[config.mk]
export PLATFORM = sky130hd
export DESIGN_NAME = dmac_cmd_arbiter
export DESIGN_NICKNAME = d
export VERILOG_FILES = /design/src/rtl/dmac_cmd_arbiter.sv
export SDC_FILE = /design/constraint.sdc
export NUM_CORES = 1
export LEC_CHECK = 0
export BUFFER_PORTS_ARGS = -buffer_cell sky130_fd_sc_hd__buf_2
export CORE_MARGIN = 8
export CORE_UTILIZATION = 50
export DETAILED_ROUTE_END_ITERATION = 8
export PLACE_DENSITY = 0.85
export SETUP_SLACK_MARGIN = 0.05
export SLEW_MARGIN = 20
export SYNTH_ARGS = -nofsm -noshare
export SYNTH_HDL_FRONTEND = slang
export SYNTH_SLANG_ARGS = --single-unit
export TNS_END_PERCENT = 1
[constraint.sdc]
create_clock -name AXI_ACLK -period 5.3 [get_ports AXI_ACLK]
set_clock_uncertainty 0.15 [all_clocks]
set_input_delay 1.06 -clock AXI_ACLK [delete_from_list [all_inputs] [get_ports AXI_ACLK]]
set_output_delay 1.06 -clock AXI_ACLK [all_outputs]
set_load 0.005 [all_outputs]
[src/rtl/dmac_cmd_arbiter.sv]
// dmac_cmd_arbiter: round-robin front-end that takes commands from NUM_CH requesters,
// splits each into chunks of at most CHUNK_BYTES and issues them on the single DMAC cmd port.
module dmac_cmd_arbiter #(
  parameter int NUM_CH      = 4,
  parameter int AXI_ID_WD   = 2,
  parameter int AXI_ADDR_WD = 16,
  parameter int CHUNK_BYTES = 1024
) (
  input  logic                          AXI_ACLK,
  input  logic                          AXI_ARESETN,
  input  logic [NUM_CH-1:0]             ch_cmd_valid,
  output logic [NUM_CH-1:0]             ch_cmd_ready,
  input  logic [NUM_CH*AXI_ADDR_WD-1:0] ch_cmd_addr,
  input  logic [NUM_CH*2-1:0]           ch_cmd_burst,
  input  logic [NUM_CH*3-1:0]           ch_cmd_size,
  input  logic [NUM_CH*AXI_ADDR_WD-1:0] ch_cmd_len,
  output logic [NUM_CH-1:0]             ch_done,
  output logic [NUM_CH-1:0]             ch_aborted,
  output logic                          cmd_valid,
  output logic [AXI_ADDR_WD-1:0]        cmd_addr,
  output logic [AXI_ID_WD-1:0]          cmd_id,
  output logic [1:0]                    cmd_burst,
  output logic [2:0]                    cmd_size,
  output logic [AXI_ADDR_WD-1:0]        cmd_len,
  input  logic                          cmd_ready,
  input  logic                          cmd_abort
);
  localparam logic [AXI_ADDR_WD-1:0] CHUNK = AXI_ADDR_WD'(CHUNK_BYTES);
  typedef enum logic [1:0] {IDLE, ISSUE, DONE, ABORT} state_t;
  state_t state, next_state;
  logic [AXI_ID_WD-1:0] rr_ptr, grant, id_next;
  logic [NUM_CH-1:0] rot;
  logic [AXI_ADDR_WD-1:0] rem, rem_left, g_addr, g_len;
  logic [1:0] g_burst;
  logic [2:0] g_size;
  logic any_req, accept, hs, more;
  assign any_req  = |ch_cmd_valid;
  assign accept   = state == IDLE && any_req;
  assign hs       = state == ISSUE && cmd_valid && cmd_ready;
  // WRAP and reserved bursts (burst[1] set) are always issued whole
  assign more     = !cmd_burst[1] && rem > CHUNK;
  assign rem_left = rem - CHUNK;
  assign rot      = NUM_CH'({ch_cmd_valid, ch_cmd_valid} >> rr_ptr);
  always_comb begin
    grant = rr_ptr;
    for (int k = NUM_CH - 1; k >= 0; k--)
      if (rot[k]) grant = AXI_ID_WD'(int'(rr_ptr) + k >= NUM_CH ? int'(rr_ptr) + k - NUM_CH : int'(rr_ptr) + k);
  end
  always_comb begin
    g_addr  = '0;
    g_len   = '0;
    g_burst = '0;
    g_size  = '0;
    for (int c = 0; c < NUM_CH; c++)
      if (int'(grant) == c) begin
        g_addr  = ch_cmd_addr[c*AXI_ADDR_WD +: AXI_ADDR_WD];
        g_len   = ch_cmd_len[c*AXI_ADDR_WD +: AXI_ADDR_WD];
        g_burst = ch_cmd_burst[c*2 +: 2];
        g_size  = ch_cmd_size[c*3 +: 3];
      end
  end
  always_ff @(posedge AXI_ACLK or negedge AXI_ARESETN)
    if (!AXI_ARESETN) state <= IDLE;
    else state <= next_state;
  always_comb begin
    next_state = state;
    case (state)
      IDLE:    if (any_req) next_state = g_len == '0 ? DONE : ISSUE;
      ISSUE:   if (hs) next_state = more ? (cmd_abort ? ABORT : ISSUE) : DONE;
               else if (cmd_abort) next_state = ABORT;
      default: next_state = IDLE;
    endcase
  end
  always_comb begin
    id_next      = state == IDLE ? grant : cmd_id;
    ch_cmd_ready = accept && AXI_ARESETN ? NUM_CH'(1) << grant : '0;
  end
  always_ff @(posedge AXI_ACLK or negedge AXI_ARESETN)
    if (!AXI_ARESETN) begin
      rr_ptr     <= '0;
      rem        <= '0;
      cmd_valid  <= 1'b0;
      cmd_addr   <= '0;
      cmd_id     <= '0;
      cmd_burst  <= '0;
      cmd_size   <= '0;
      cmd_len    <= '0;
      ch_done    <= '0;
      ch_aborted <= '0;
    end else begin
      cmd_valid  <= next_state == ISSUE;
      ch_done    <= next_state == DONE ? NUM_CH'(1) << id_next : '0;
      ch_aborted <= next_state == ABORT ? NUM_CH'(1) << id_next : '0;
      if (accept) begin
        rr_ptr    <= int'(grant) == NUM_CH - 1 ? '0 : grant + 1'b1;
        rem       <= g_len;
        cmd_addr  <= g_addr;
        cmd_id    <= grant;
        cmd_burst <= g_burst;
        cmd_size  <= g_size;
        cmd_len   <= !g_burst[1] && g_len > CHUNK ? CHUNK : g_len;
      end else if (hs && more) begin
        rem      <= rem_left;
        cmd_addr <= cmd_addr + (cmd_burst == 2'b01 ? CHUNK : '0);
        cmd_len  <= rem_left > CHUNK ? CHUNK : rem_left;
      end
    end
endmodule
==> summary.md, run 1 <==
| Metric | Value |
|---|---|
| Status | `finished clean` |
| Worst vdd ir | `roughly 0.27 mV` |
| Final Cycle Share | `between 80% and 90%` |
| Final Setup Violations | `0` |
| Worst setup SP type | `input port` |
| I/O Buffers | `207` |
| Clock latency on the worst-skew pair | `350 ps` |
| Gr usage total | `26.66%` |
| Number of synthesized register bits | `between 60 and 70` |
| Synth unique cells | `64` |
| DR vias | `around 5200` |
| Hold Fails Final Rpt | `0` |
| Largest net degree at the start of global routing | `60` |
| Average cell area after synthesis | `8.245 sq um` |
| Post-synthesis sequential area ratio | `a little under two fifths` |
| Post-synth EDFFs | `0` |
| Leak | `roughly 2.8 nW` |
| Most frequent cell after synthesis | `nand2_1` |
| Hold slack | `around 340 ps` |
| Core footprint | `roughly 0.009 sq mm` |
| Vias in the first global route | `~5200` |
| Share of flip-flops with an asynchronous set or reset | `100.0%` |
| Nets@finish | `between 900 and 1000` |
| H-tree depth | `3` |
| Mapped Nets | `714` |
| Peak Freq | `around 0.23 GHz` |
| Min Clock Period, post-route | `4374 ps` |
| Initial antenna violation count | `0` |
| Worst path required time | `~4100 ps` |
| Die Y | `~110 um` |
| Max cap viols | `0` |
| Design area | `between 0.005 and 0.006 sq mm` |
| Die area | `roughly 0.012 sq mm` |
| Critical Path AT | `between 3000 and 4000 ps` |
| Worst-path fanout max | `30` |
| CTS tree | `done` |
| Max Transition Viols Final | `0` |
| Clock sink total | `68` |
| Worst setup margin | `between 900 and 1000 ps` |
| Setup_tns | `0 ps` |
| Avg WL per Cell | `20.32 um` |
| Area contributors post-synth | `dfrtp_1 (38%), a21oi_1 (8.4%), nand2_1 (6.6%)` |
| Share of cells above drive strength 1 | `between 30% and 40%` |
| Initial DRC count | `a little under 400` |
| GP Congestion | `between 0.9 and 1` |
| Synthesized area | `about 0.0045 sq mm` |
| Routed Antenna Nets | `0` |
| Post-synth top area share | `37.66%` |
| Clk root buf | `clkbuf_8` |
| Syn-to-layout area delta | `27.91%` |
| Drt drc | `0` |
| Worst rel slew slack | `between 30% and 40%` |
| Pre-CTS setup slack | `935.6 ps` |
| Yosys top cell by area | `dfrtp_1` |
| Detailed Routing Iterations Pass 1 | `7` |
| IO Count | `208` |
| Vias/cell | `approximately 6.1` |
| Post-synthesis cell count | `approximately 550` |
| Hold crit path type | `reg2reg` |
| Post-CTS Resized | `0` |
| Total wire length | `between 15000 and 20000 um` |
| Clock Path Buffers | `2` |
| DP HPWL | `about 14000 um` |
| Hold_buf cts | `0` |
| Die Wd | `between 100 and 150 um` |
| Least-Margin Pin Slew | `~1000 ps` |
| Dpl cell area | `between 0.005 and 0.006 sq mm` |
| Clock-pin slew on the worst setup and hold paths | `around 80 ps` |
| Placement Rows | `34` |
| Effective utilization at floorplan | `51.56%` |
| Num CTS Buffers | `9` |
| GRT overflow | `0` |
| Tot Pwr | `3.363 mW` |
| CP Class | `in2out` |
| Commonest cells post-synth | `nand2_1 (80), a21oi_1 (76), dfrtp_1 (68)` |
| First-pass GRT wire length | `26970 um` |
| Synth warnings | `0` |
| Cell Pwr Density | `slightly below 600 mW/mm^2` |
| CP Capture Type | `output pin` |
| RSZ-0062 raised after global routing | `no` |
| Antenna cells | `0` |
| Commonest register cell after synthesis | `dfrtp_1` |
| Setup bufs post-CTS | `0` |
-- state kept, by name, indices dropped and copies added (netlist names), 3 cells and up --
signal / count
cmd_addr: 16
cmd_len: 16
rem: 16
ch_aborted: 4
ch_done: 4
cmd_size: 3
-- cell families (layout without fill, tap and decap cells) --
kind of cell,count (synthesis),after routing,share of synthesized area (%)
compound gates,209,209,29.16
xor+xnor,8,8,1.551
fa+ha+maj,10,10,2.769
buf+inv,48,240,4.846
flops,68,68,37.66
mux,6,6,1.357
simple gates,199,199,22.65
-- critical path, stage by stage --
cell	delay, ps
buf_2	130
nor3b_1	190
a211oi_1	80
a2bb2oi_1	420
ha_2	650
buf_4	350
and3_1	180
buf_2	110
-- stage by stage --
step,cells,utilization (%)
after floorplan,548,-
after global placement,832,63.66
after detailed placement,832,63.66
after CTS,848,65.95
after global routing,848,65.95
final,848,65.95
-- path summary, 6_finish.rpt --
kind | start | to | slack, ps | cells past startpoint
setup / recovery | ch_cmd_valid[0] | ch_cmd_ready[3] | 930 | 8
hold reg to reg | cmd_addr[8] | cmd_addr[8] | 340 | 2
max in group asynchronous | AXI_ARESETN | rem[12] | 3450 | 2
hold / removal | cmd_addr[8] | cmd_addr[8] | 340 | 2
min in group asynchronous | AXI_ARESETN | cmd_addr[12] | 520 | 1
setup reg to reg | rr_ptr[1] | cmd_len[2] | 1600 | 12
-- cells in the final DEF (no fill, tap or decap), types with 9 or more instances in the layout --
cell,count
clkbuf_8,9
nor4_1,11
dfrtp_1,68
a22oi_1,17
o21ai_0,31
buf_2,207
nand3b_1,20
nand2_1,80
nor2_1,36
o22ai_1,26
a21oi_1,76
-- layout make-up --
type / count / area, sq um
clock inverters: 7 / 76.32
multi-input cells: 432 / 2613
clock buffers: 9 / 123.9
flip-flops and latches: 68 / 1702
well taps: 108 / 135.1
fillers: 757 / 2984
repair buffers: 215 / 1096
inverters: 9 / 33.78
-- power breakdown --
group,total [mW],switching (mW),internal [mW]
Combinational,1.97,1.21,0.762
Sequential,0.954,0.207,0.747
Clock,0.440,0.221,0.220
-- routing by layer --
| layer | GRT usage (%) | part of all wire, % | up-vias |
|---|---|---|---|
| met2 | 45.31 | 50 | 290 |
| met3 | 7.197 | 9.6 | 47 |
| met4 | 9.333 | 2.8 | 0 |
| li1 | - | - | 2403 |
| met1 | 31.57 | 37 | 2414 |
| met5 | 0 | 0 | - |
Note: power is estimated with default switching activity, not from simulation.
==> run 2: changes to the inputs <==
CORE_UTILIZATION = 48   (was 50)
PLACE_DENSITY = 0.82   (was 0.85)
clock period = 4.4 ns   (was 5.3 ns; I/O delays follow)
==> run 2 against run 1 <==
Compared with the run above: critical path depth increased by 1; routed wire length increased by 1.5%; critical endpoint is now ch_cmd_ready[1]; design area increased by 0.71%.
==> summary.md, run 2 (same netlist as run 1, synthesis figures left out) <==
| Metric | Value |
|---|---|
| Status | `finished clean` |
| Hold crit path type | `in2async` |
| Pint | `~2.1 mW` |
| Sw Ratio | `48.24%` |
| Design area | `0.005821 sq mm` |
| Final Cycle Share | `between 80 and 90%` |
| Clk root buf | `clkbuf_8` |
| Clock sink total | `between 60 and 70` |
| Worst rel slew slack | `a little over half` |
| Die Y | `113.0 um` |
| Commonest non-fill, non-tap cell in the layout | `buf_2` |
| Vias/cell | `between 6 and 7` |
| P_sw | `1.966 mW` |
| Sequential Power Share | `between 20% and 30%` |
| Setup_tns | `0 ps` |
| Gr usage total | `roughly 27%` |
| R2r setup slk | `910 ps` |
| Initial antenna violation count | `2` |
| DP HPWL | `~14000 um` |
| GP Congestion | `roughly 0.9` |
| Worst vdd ir | `approximately 0.38 mV` |
| GRT overflow | `0` |
| Die Wd | `113.0 um` |
| Post-CTS Resized | `0` |
| IO Count | `~210` |
| Clk pwr share | `a little over an eighth` |
| Dpl cell area | `about 0.0056 sq mm` |
| CTS tree | `done` |
| RSZ-0062 raised after global routing | `no` |
| Hold slack | `276.3 ps` |
| RR Endpoint | `state[0]` |
| CP Class | `in2out` |
| Num CTS Buffers | `9` |
| Commonest non-fill, non-tap cells in the layout | `buf_2 (207), nand2_1 (80), a21oi_1 (76)` |
| DR vias | `between 5000 and 6000` |
| Hold_buf cts | `0` |
| Total wire length | `about 17000 um` |
| Core footprint | `between 0.009 and 0.01 sq mm` |
| Setup bufs post-CTS | `0` |
| Least-Margin Pin Slew | `about 710 ps` |
| Worst-path fanout max | `23` |
| Clock latency on the worst-skew pair | `about 360 ps` |
| Comb power frac | `between 50% and 60%` |
| H-tree depth | `3` |
| Reg-to-Reg Start | `rr_ptr[1]` |
| Initial DRC count | `387` |
| Effective utilization at floorplan | `49.13%` |
| Max cap viols | `0` |
| CP Capture Type | `output pin` |
| Clock Path Buffers | `2` |
| Worst path required time | `between 3000 and 4000 ps` |
| R2R depth | `12` |
| Drt drc | `0` |
| Max Transition Viols Final | `0` |
| Peak Freq | `0.2573 GHz` |
| Cell Pwr Density | `~700 mW/mm^2` |
| CP endpoint | `ch_cmd_ready[1]` |
| Setup crit start | `ch_cmd_valid[2]` |
| Clock-pin slew on the worst setup and hold paths | `90 ps` |
| I/O Buffers | `207` |
| Detailed Routing Iterations Pass 1 | `5` |
| Worst setup SP type | `input port` |
| First-pass GRT wire length | `between 20000 and 30000 um` |
| Critical Path AT | `2860 ps` |
| Avg WL per Cell | `between 20 and 25 um` |
| Share of cells above drive strength 1 | `between 30% and 40%` |
| Leak | `around 2.8 nW` |
| Syn-to-layout area delta | `28.83%` |
| Hold Fails Final Rpt | `0` |
| Min Clock Period, post-route | `3886 ps` |
| Routed Antenna Nets | `0` |
| Placement Rows | `35` |
| Largest net degree at the start of global routing | `57` |
| Nets@finish | `905` |
| Vias in the first global route | `between 5000 and 6000` |
| Final Setup Violations | `0` |
| Largest regs | `cmd_addr: 16 flops, cmd_len: 16 flops, rem: 16 flops` |
| Die area | `around 0.013 sq mm` |
run 2: per-stage QoR:
| step | total power [mW] | utilization, % | instances | setup slack (ps) |
|---|---|---|---|---|
| final | 4.077 | 63.29 | 856 | 514.2 |
| after global routing | 4.399 | 63.29 | 856 | 377.7 |
| after CTS | 4.040 | 63.27 | 855 | 539.8 |
| after detailed placement | 3.483 | 61.03 | 839 | 318.7 |
| after global placement | 3.397 | 61.03 | 839 | 485.4 |
| after floorplan | 2.734 | - | 548 | 537.4 |
run 2: power by group through the flow:
stage	Clock [mW]	Combinational (mW)	Sequential, mW
global route	0.578	2.64	1.18
global placement	0	2.27	1.13
finish	0.549	2.39	1.14
detailed placement	0	2.34	1.14
floorplan	0	1.63	1.10
CTS	0.553	2.35	1.14
run 2: critical path: stages:
cell and delay [ps]:
buf_2 120, nand2b_1 140, a22oi_1 160, o221ai_1 300
inv_1 180, ha_2 490, buf_4 290, and3_1 160
buf_2 120
run 2: routing by layer:
metal	up-vias	routed length, um	track usage, %
met1	2523	6615	31.41
li1	2408	-	-
met2	264	8766	45.99
met3	54	1475	7.881
met5	-	8	0
met4	2	629	11.19
run 2: final cells by class:
type	count	area [sq um]
Inverter	9	33.78
Timing Repair Buffer	219	1126
Antenna cell	1	2.502
Clock buffer	9	123.9
Fill cell	807	3376
Multi-Input combinational cell	432	2613
Sequential cell	68	1702
Tap cell	111	138.9
Clock inverter	7	81.33
run 2: worst min-delay path by stage:
stage           startpoint      endpoint  slack [ps]  depth (start not counted)
2_1_floorplan       rem[1]        rem[1]         320                          2
3_3_place_gp   cmd_size[1]   cmd_size[1]         310                          2
3_5_place_dp   cmd_addr[2]   cmd_addr[2]         320                          2
4_1_cts        AXI_ARESETN  cmd_addr[14]         290                          1
5_1_grt        AXI_ARESETN  cmd_addr[14]         280                          1
6_report       AXI_ARESETN  cmd_addr[14]         280                          1
